$ cat config.mk
export PLATFORM = sky130hd
export DESIGN_NAME = mem_wb_stage_flat
export DESIGN_NICKNAME = d
export VERILOG_FILES = /design/src/rtl/mem_wb_stage_pkg.sv /design/src/rtl/mem_wb_stage_if.sv /design/src/rtl/mem_wb_stage_hilo_reg.sv /design/src/rtl/mem_wb_stage.sv /design/src/flat_wrapper.sv
export SDC_FILE = /design/constraint.sdc
export NUM_CORES = 1
export LEC_CHECK = 0
export BUFFER_PORTS_ARGS = -buffer_cell sky130_fd_sc_hd__buf_4
export CORE_UTILIZATION = 51
export DETAILED_ROUTE_END_ITERATION = 10
export PLACE_DENSITY = 0.95
export SLEW_MARGIN = 25
export SYNTH_ARGS = -nofsm -noshare
export SYNTH_HDL_FRONTEND = slang
export SYNTH_SLANG_ARGS = --single-unit
$ cat constraint.sdc
create_clock -name clk -period 2.1 [get_ports clk]
set_input_delay 0.315 -clock clk [delete_from_list [all_inputs] [get_ports clk]]
set_output_delay 0.315 -clock clk [all_outputs]
set_load 0.02 [all_outputs]
$ cat src/rtl/mem_wb_stage_pkg.sv
// Shared definitions for the MEM/WB pipeline boundary.
// Holds the core-wide bus widths and common constants, the packed
// write-back field bundle, and the per-edge pipeline update decision.
package mem_wb_stage_pkg;

  localparam int unsigned RegBus     = 32;
  localparam int unsigned RegAddrBus = 5;

  localparam logic [RegBus-1:0] ZeroWord     = '0;
  localparam logic              WriteEnable  = 1'b1;
  localparam logic              WriteDisable = 1'b0;
  localparam logic              Stop         = 1'b1;
  localparam logic              NoStop       = 1'b0;

  typedef logic [RegBus-1:0]     reg_t;
  typedef logic [RegAddrBus-1:0] regaddr_t;

  // Everything that travels from MEM into WB in one bundle.
  typedef struct packed {
    regaddr_t wd;
    logic     wreg;
    reg_t     wdata;
    logic     whilo;
    reg_t     hi;
    reg_t     lo;
    logic     llbit_we;
    logic     llbit_value;
  } wb_fields_t;

  typedef enum logic [1:0] {
    PIPE_LOAD,
    PIPE_BUBBLE,
    PIPE_HOLD
  } pipe_act_t;

  // Flush beats any stall. A stalled MEM feeding a running WB must inject a
  // bubble, otherwise the same instruction would commit twice.
  function automatic pipe_act_t pipe_action(input logic flush,
                                            input logic mem_stall,
                                            input logic wb_stall);
    if (flush == WriteEnable)
      return PIPE_BUBBLE;
    else if (mem_stall == Stop && wb_stall == NoStop)
      return PIPE_BUBBLE;
    else if (mem_stall == Stop)
      return PIPE_HOLD;
    else
      return PIPE_LOAD;
  endfunction

endpackage

$ cat src/rtl/mem_wb_stage_if.sv
// MEM -> WB boundary bus.
// master: MEM stage side, drives mem_* and observes wb_*.
// slave : the MEM/WB register, consumes mem_* and drives wb_*
//         (wb_wreg/wb_wd/wb_wdata go straight to the register file write port).
interface mem_wb_stage_if;
  import mem_wb_stage_pkg::*;

  regaddr_t mem_wd;
  logic     mem_wreg;
  reg_t     mem_wdata;
  logic     mem_whilo;
  reg_t     mem_hi;
  reg_t     mem_lo;
  logic     mem_llbit_we;
  logic     mem_llbit_value;

  regaddr_t wb_wd;
  logic     wb_wreg;
  reg_t     wb_wdata;
  logic     wb_whilo;
  reg_t     wb_hi;
  reg_t     wb_lo;
  logic     wb_llbit_we;
  logic     wb_llbit_value;

  modport master (
    output mem_wd, mem_wreg, mem_wdata, mem_whilo, mem_hi, mem_lo,
           mem_llbit_we, mem_llbit_value,
    input  wb_wd, wb_wreg, wb_wdata, wb_whilo, wb_hi, wb_lo,
           wb_llbit_we, wb_llbit_value
  );

  modport slave (
    input  mem_wd, mem_wreg, mem_wdata, mem_whilo, mem_hi, mem_lo,
           mem_llbit_we, mem_llbit_value,
    output wb_wd, wb_wreg, wb_wdata, wb_whilo, wb_hi, wb_lo,
           wb_llbit_we, wb_llbit_value
  );

endinterface

$ cat src/rtl/mem_wb_stage_hilo_reg.sv
// Architectural HI/LO register pair.
// Ports: clk, rst (sync, active-high), we (commit enable),
//        hi_i/lo_i (commit values), hi_o/lo_o (architectural values).
module hilo_reg
  import mem_wb_stage_pkg::*;
(
  input  logic clk,
  input  logic rst,
  input  logic we,
  input  reg_t hi_i,
  input  reg_t lo_i,
  output reg_t hi_o,
  output reg_t lo_o
);

  always_ff @(posedge clk) begin
    if (rst) begin
      hi_o <= ZeroWord;
      lo_o <= ZeroWord;
    end else if (we == WriteEnable) begin
      hi_o <= hi_i;
      lo_o <= lo_i;
    end
  end

endmodule

$ cat src/rtl/mem_wb_stage.sv
// MEM/WB pipeline register of the OpenMIPS core.
// Registers the memory-stage results (one cycle latency) and drives the
// register-file write port directly; also owns architectural HI/LO and the
// LL bit, committed from the registered WB fields (so they lag WB by a cycle).
// Ports:
//   clk, rst         clock, synchronous active-high reset
//   stall[5:0]       pipeline stall vector (bit 4 = MEM, bit 5 = WB)
//   flush            exception flush pulse
//   bus (slave)      mem_* inputs / wb_* registered outputs
//   hi_o, lo_o       architectural HI/LO
//   llbit_o          architectural LL bit
module mem_wb_stage
  import mem_wb_stage_pkg::*;
(
  input  logic                 clk,
  input  logic                 rst,
  input  logic [5:0]           stall,
  input  logic                 flush,
  mem_wb_stage_if.slave        bus,
  output reg_t                 hi_o,
  output reg_t                 lo_o,
  output logic                 llbit_o
);

  wb_fields_t r_wb;
  wb_fields_t w_mem;
  pipe_act_t  w_act;
  logic       r_llbit;
  logic       w_unused_stall;

  // Only the MEM and WB stall bits matter at this boundary.
  assign w_unused_stall = ^stall[3:0];

  always_comb begin
    w_mem             = '0;
    w_mem.wd          = bus.mem_wd;
    w_mem.wreg        = bus.mem_wreg;
    w_mem.wdata       = bus.mem_wdata;
    w_mem.whilo       = bus.mem_whilo;
    w_mem.hi          = bus.mem_hi;
    w_mem.lo          = bus.mem_lo;
    w_mem.llbit_we    = bus.mem_llbit_we;
    w_mem.llbit_value = bus.mem_llbit_value;
    w_act             = pipe_action(flush, stall[4], stall[5]);
  end

  always_ff @(posedge clk) begin
    if (rst) begin
      r_wb <= '0;
    end else begin
      case (w_act)
        PIPE_LOAD:   r_wb <= w_mem;
        PIPE_BUBBLE: r_wb <= '0;
        default:     r_wb <= r_wb;
      endcase
    end
  end

  assign bus.wb_wd          = r_wb.wd;
  assign bus.wb_wreg        = r_wb.wreg;
  assign bus.wb_wdata       = r_wb.wdata;
  assign bus.wb_whilo       = r_wb.whilo;
  assign bus.wb_hi          = r_wb.hi;
  assign bus.wb_lo          = r_wb.lo;
  assign bus.wb_llbit_we    = r_wb.llbit_we;
  assign bus.wb_llbit_value = r_wb.llbit_value;

  // The WB instruction is already committed when a flush arrives, so HI/LO
  // ignore flush and commit from the current WB fields.
  hilo_reg u_hilo_reg (
    .clk  (clk),
    .rst  (rst),
    .we   (r_wb.whilo),
    .hi_i (r_wb.hi),
    .lo_i (r_wb.lo),
    .hi_o (hi_o),
    .lo_o (lo_o)
  );

  // Flush kills any reservation, even against a simultaneous LL write.
  always_ff @(posedge clk) begin
    if (rst)
      r_llbit <= 1'b0;
    else if (flush)
      r_llbit <= 1'b0;
    else if (r_wb.llbit_we)
      r_llbit <= r_wb.llbit_value;
  end

  assign llbit_o = r_llbit;

endmodule

$ cat src/flat_wrapper.sv
// flat-port wrapper written by rule: the top's interface ports become plain ports
module mem_wb_stage_flat import mem_wb_stage_pkg::*;
  (clk, rst, stall, flush, hi_o, lo_o, llbit_o, bus_mem_wd, bus_mem_wreg, bus_mem_wdata, bus_mem_whilo, bus_mem_hi, bus_mem_lo, bus_mem_llbit_we, bus_mem_llbit_value, bus_wb_wd, bus_wb_wreg, bus_wb_wdata, bus_wb_whilo, bus_wb_hi, bus_wb_lo, bus_wb_llbit_we, bus_wb_llbit_value);
  mem_wb_stage_if bus_i ();
  input  logic clk;
  input  logic rst;
  input  logic [5:0] stall;
  input  logic flush;
  output reg_t hi_o;
  output reg_t lo_o;
  output logic llbit_o;
  input wire logic [$bits(bus_i.mem_wd)-1:0] bus_mem_wd;
  input wire logic [$bits(bus_i.mem_wreg)-1:0] bus_mem_wreg;
  input wire logic [$bits(bus_i.mem_wdata)-1:0] bus_mem_wdata;
  input wire logic [$bits(bus_i.mem_whilo)-1:0] bus_mem_whilo;
  input wire logic [$bits(bus_i.mem_hi)-1:0] bus_mem_hi;
  input wire logic [$bits(bus_i.mem_lo)-1:0] bus_mem_lo;
  input wire logic [$bits(bus_i.mem_llbit_we)-1:0] bus_mem_llbit_we;
  input wire logic [$bits(bus_i.mem_llbit_value)-1:0] bus_mem_llbit_value;
  output wire logic [$bits(bus_i.wb_wd)-1:0] bus_wb_wd;
  output wire logic [$bits(bus_i.wb_wreg)-1:0] bus_wb_wreg;
  output wire logic [$bits(bus_i.wb_wdata)-1:0] bus_wb_wdata;
  output wire logic [$bits(bus_i.wb_whilo)-1:0] bus_wb_whilo;
  output wire logic [$bits(bus_i.wb_hi)-1:0] bus_wb_hi;
  output wire logic [$bits(bus_i.wb_lo)-1:0] bus_wb_lo;
  output wire logic [$bits(bus_i.wb_llbit_we)-1:0] bus_wb_llbit_we;
  output wire logic [$bits(bus_i.wb_llbit_value)-1:0] bus_wb_llbit_value;
  assign bus_i.mem_wd = bus_mem_wd;
  assign bus_i.mem_wreg = bus_mem_wreg;
  assign bus_i.mem_wdata = bus_mem_wdata;
  assign bus_i.mem_whilo = bus_mem_whilo;
  assign bus_i.mem_hi = bus_mem_hi;
  assign bus_i.mem_lo = bus_mem_lo;
  assign bus_i.mem_llbit_we = bus_mem_llbit_we;
  assign bus_i.mem_llbit_value = bus_mem_llbit_value;
  assign bus_wb_wd = bus_i.wb_wd;
  assign bus_wb_wreg = bus_i.wb_wreg;
  assign bus_wb_wdata = bus_i.wb_wdata;
  assign bus_wb_whilo = bus_i.wb_whilo;
  assign bus_wb_hi = bus_i.wb_hi;
  assign bus_wb_lo = bus_i.wb_lo;
  assign bus_wb_llbit_we = bus_i.wb_llbit_we;
  assign bus_wb_llbit_value = bus_i.wb_llbit_value;
  mem_wb_stage u_core (.clk(clk), .rst(rst), .stall(stall), .flush(flush), .bus(bus_i), .hi_o(hi_o), .lo_o(lo_o), .llbit_o(llbit_o));
endmodule
# [After elaboration in Yosys (flattened, before gate mapping)]
# Index checks and enable logic that the tools add are counted.
[word_totals] register_bits=170 latchBits=0 ram_bits=0 romBits=0 inputBits=114 out_inout_bits=170 elab_cells=21 memories=0
[classes] addsub=0 multipliers=0 n_div=0 order_cmp=0 eq_ne=1 shifts=0 muxes=4 bitwise=1 n_reduce_logical=4
[ops] op="105-bit one-hot mux with 2 select lines" count=1
[ops] op="2-bit 2-to-1 mux" count=3
[ops] op="2-bit by 1-bit equality test with 1-bit output, second input constant" count=1
[ops] op="2-bit zero test" count=1
[ops] op="2-bit nonzero test" count=1
[ops] op="2-bit OR reduction" count=1
[ops] op="1-bit logical AND" count=1
[ops] op="1-bit inverter" count=1

# [Depth between registers and ports, before layout]
[logic_depth] depth_word=6 depth_mapped=5 ltp_nobuf=2

# [By module]
# A second synthesis with hierarchy kept.
[hier_totals] hier_cells=677 area_unflattened_um2=7495.9
[by_module_without_submodules] module="mem_wb_stage" instances=1 cells_per_inst=471 area_per_inst_um2=5205.0
[by_module_without_submodules] module="hilo_reg" instances=1 cells_per_inst=206 area_per_inst_um2=2290.9

# [Worst setup path before layout]
# OpenSTA, ideal clock, no wires.
[synth_path] kind="register -> register" start="register u_core.r_wb, in the netlist u_core.bus.wb_whilo" end="register u_core.u_hilo_reg.hi_o[10]" setup_ns=0.128 arrival_time_ns=1.083 setup_slack_ns=0.890 path_stages_with_launch=5 n_path_buf=2 period_less_slack_ns=1.210 path_cell_list="dfxtp_1 > buf_4 > buf_4 > mux2i_1 > nor2_1"
[synth_lines] item="start, declared" line_no="mem_wb_stage.sv:25" source="wb_fields_t r_wb;"
[synth_lines] item="start signal, assigned" line_no="mem_wb_stage.sv:52" source="PIPE_LOAD: r_wb <= w_mem;"
[synth_lines] item="start signal, assigned" line_no="mem_wb_stage.sv:54" source="default: r_wb <= r_wb;"
[synth_lines] item="end signal, assigned" line_no="mem_wb_stage_hilo_reg.sv:18" source="hi_o <= ZeroWord;"
[synth_lines] item="end signal, assigned" line_no="mem_wb_stage_hilo_reg.sv:21" source="hi_o <= hi_i;"
[synth_lines] item="end, declared" line_no="mem_wb_stage_hilo_reg.sv:12" source="output reg_t hi_o,"

# [Worst setup path after layout]
[layout_path] start="register u_core.r_wb, in the netlist u_core.bus.wb_whilo" end="output bus_wb_whilo"
[layout_lines] item="end, declared" line_no="flat_wrapper.sv:23" source="output wire logic [$bits(bus_i.wb_whilo)-1:0] bus_wb_whilo;"
# No word-level cell between the ends.

==> flow_summary.yaml <==
global_route:
  grt_pass1_wl_um: 26300
  grt_util_met2_pct: 44.2
  largest_net_degree_at_the_start_of_global_routing: 65
  grt_util_met1_pct: 28.3
  grt_most_used_layer: "met2"
  grt.total_usage_pct: 25.2
  grt_util_met3_pct: 6.90
  via_count_of_the_first_global_routing_pass: 5335
  antenna_found_initial: 0
  global_route.overflow_total: 0
critical_path:
  critPathCaptureType: "output port"
  critPathLaunchType: "flip-flop"
  slowest_cp_cell: "sky130_fd_sc_hd__dfxtp_4"
  worstSetupPathType: "reg2out"
  worst-path-buf-inv: 1
  ff2ff_setup_slack_ps: 720
  path_max_fanout: 18
  reg2reg_from: "u_core.bus.wb_whilo"
  worst_ep_required_time_ps: 1780
  cell_family_contributing_the_most_delay_on_the_critical_path: "flip-flops"
  critical_path_launch_point: "u_core.bus.wb_whilo"
  worst-endpoint-arrival_ps: 1180
  reg2reg_depth: 3
  critical_path.max_stage_delay_ps: 550
  cp_cell_sequence: "buf_4"
  crit-reg2reg-capture: "u_core.u_hilo_reg.hi_o[3]"
timing:
  finalHoldViolCount: 0
  rsz0062_at_grt: "no"
  period_share_pct: 71.0
  max_clock_freq_mhz: 671
  setup_viol: 0
  min_tclk_post_route_ps: 1490
  timing.setup.tns_ps: 0
  slew-limit-headroom_pct: 52.0
  fin_worst_skew_ps: 5.78
  timing_worst_slew_pin_value_ps: 720
  timing_max_transition_violations_final: 0
finish:
  nFillCells: 862
  most_frequent_cells_in_the_layout: "sky130_fd_sc_hd__buf_4, sky130_fd_sc_hd__dfxtp_1, sky130_fd_sc_hd__nand2b_1"
  final_net_count: 1038
  antenna-diode-count: 0
  post_route_cells_drive_above_1_share_pct: 40.5
  seqCellArea_mm2: 0.00341
  multi_input_area_mm2: 0.00286
  flow.area_growth_from_synthesis_pct: 39.2
  final_cells: 1106
  layout_commonest_cell: "sky130_fd_sc_hd__buf_4"
logic_synthesis:
  syn-cell-area_mm2: 0.00668
  ys_types: 15
  synth.avg_cell_area_um2: 9.86
  synth_fp_nets: 791
  postSynthCellCount: 677
  synth.yosys.warnings: 0
  postSynthRegisterBits: 170
  seq_area_frac_synth_pct: 51.0
floorplan:
  die_area_mm2: 0.0136
  floorplan.initialDensity_pct: 52.7
  row_count: 41
  die_height_um: 116
  die_width_um: 116
  pin_count: 284
  coreArea_mm2: 0.0127
power_and_ir_drop:
  combinational_power_share_pct: 10.0
  swShare_pct: 23.1
  clock_power_share_pct: 42.2
  power.share.sequential_pct: 47.8
  max-vdd-ir-drop_v: 0.000434
  power_report.internal_total_uw: 5370
  switching_power_total_uw: 1610
  power-per-cell-area_mw_per_mm2: 751
  p_leak_uw: 0.00379
hold_path:
  timing.hold.worst.class: "in2reg"
  whs_path_depth: 3
  timing.hold.worst.start: "bus_mem_whilo"
  holdPathEnd: "u_core.bus.wb_whilo"
clocking:
  cts-resized-gates: 0
  cts.reportedPaths.clkPinSlew_ps: 60
  cts.repair_timing.setup_buffer_count: 0
  max-clock-path-buffers: 2
  number_of_h_tree_levels: 4
  clock_tree_from_tritoncts: "done"
  cts.root.buffer_cell: "sky130_fd_sc_hd__clkbuf_16"
  worstSkewPairLatency_ps: 420
  cts_buffers: 17
  clock_sink_count: 170
  holdBufCountCts: 0
flow_run:
  reported_max_cap_violation_count: 0
routing:
  post_drt_via_cell_ratio: 5.10
  routed_wire_length_per_instance_um: 15.6
  num_vias: 5646
  detail-route-antenna-nets: 0
  drtIter0Drc: 401
  drc: 0
  firstDrtPassIters: 5
  drt_wl_total_um: 17200
place:
  port-buffer-count: 279
  hpwlAfterDp_um: 11500
  gpl.final_weighted_congestion: 0.779
  dpl.cell_count: 1077
status:
  outcome: "finished clean"
-- sequential cells by signal (all words and copies together) (netlist names) --
| name | flops |
|---|---|
| u_core.bus.wb_whilo | 1 |
| u_core.bus.wb_llbit_we | 1 |
| u_core.u_hilo_reg.lo_o | 32 |
| u_core.bus.wb_hi | 32 |
| u_core.bus.wb_wreg | 1 |
| u_core.bus.wb_llbit_value | 1 |
| u_core.bus.wb_wdata | 32 |
| u_core.u_hilo_reg.hi_o | 32 |
| u_core.llbit_o | 1 |
| u_core.bus.wb_lo | 32 |
| u_core.bus.wb_wd | 5 |
-- metrics by stage --
stage	total power, uW	hold slack (ps)	cell area [um^2]	setup WS, ps	utilization, %
after floorplan	3800	463	6680	890	-
after global placement	4090	454	8740	525	69.0
after detailed placement	4100	454	8740	511	69.0
after CTS	7020	137	9290	584	73.3
after global routing	7240	147	9290	565	73.3
final	6980	148	9290	609	73.3
-- layout make-up --
type	instances	area share [%]
clock buffers	20	4.81
repair buffers	289	24.3
well taps	172	2.32
flip-flops and latches	170	36.7
multi-input cells	446	30.8
clock inverters	9	1.09
-- power by group through the flow --
stage / clock [uW] / combinational (uW) / sequential (uW)
finish: 2940 / 696 / 3340
global route: 3140 / 747 / 3350
CTS: 2980 / 698 / 3340
detailed placement: 0 / 695 / 3410
global placement: 0 / 683 / 3410
floorplan: 0 / 322 / 3480
-- routing by layer --
metal,share of wire (%),up-vias
met1,39,2645
met3,6.6,37
met4,3.0,0
li1,-,2764
met2,51,200
met5,0,-
-- cell families (layout without fill, tap and decap cells) --
logic type	count (synthesis)	after routing	share of synthesized area (%)
simple gates	276	276	23.0
flops	170	170	51.0
compound gates	105	105	10.1
mux	65	65	9.75
buf+inv	61	318	6.19
-- how the worst max path moves through the flow --
stage | end | slack [ps] | depth (start not counted)
2_1_floorplan | u_core.u_hilo_reg.hi_o[10] | 890 | 4
3_3_place_gp | u_core.llbit_o | 520 | 4
3_5_place_dp | u_core.bus.wb_wdata[26] | 510 | 4
4_1_cts | bus_wb_whilo | 580 | 1
5_1_grt | bus_wb_whilo | 560 | 1
6_report | bus_wb_whilo | 610 | 1
-- cell usage after synthesis --
cell                       number  share of area [%]
sky130_fd_sc_hd__buf_4          9                1.0
sky130_fd_sc_hd__clkbuf_1      23                1.3
sky130_fd_sc_hd__or2_1          1              0.094
sky130_fd_sc_hd__clkbuf_4       2               0.22
sky130_fd_sc_hd__nand3_1       85                6.4
sky130_fd_sc_hd__a21oi_1       65                4.9
sky130_fd_sc_hd__buf_6         15                2.5
sky130_fd_sc_hd__nand3_2       20                3.0
sky130_fd_sc_hd__mux2i_1       65                9.7
sky130_fd_sc_hd__buf_2         11               0.82
sky130_fd_sc_hd__nor2_1        65                3.7
sky130_fd_sc_hd__dfxtp_1      170                 51
sky130_fd_sc_hd__buf_12         1               0.30
sky130_fd_sc_hd__nand2b_1     105                9.8
sky130_fd_sc_hd__a21oi_2       40                5.2
(Power assumes the default switching activity.)
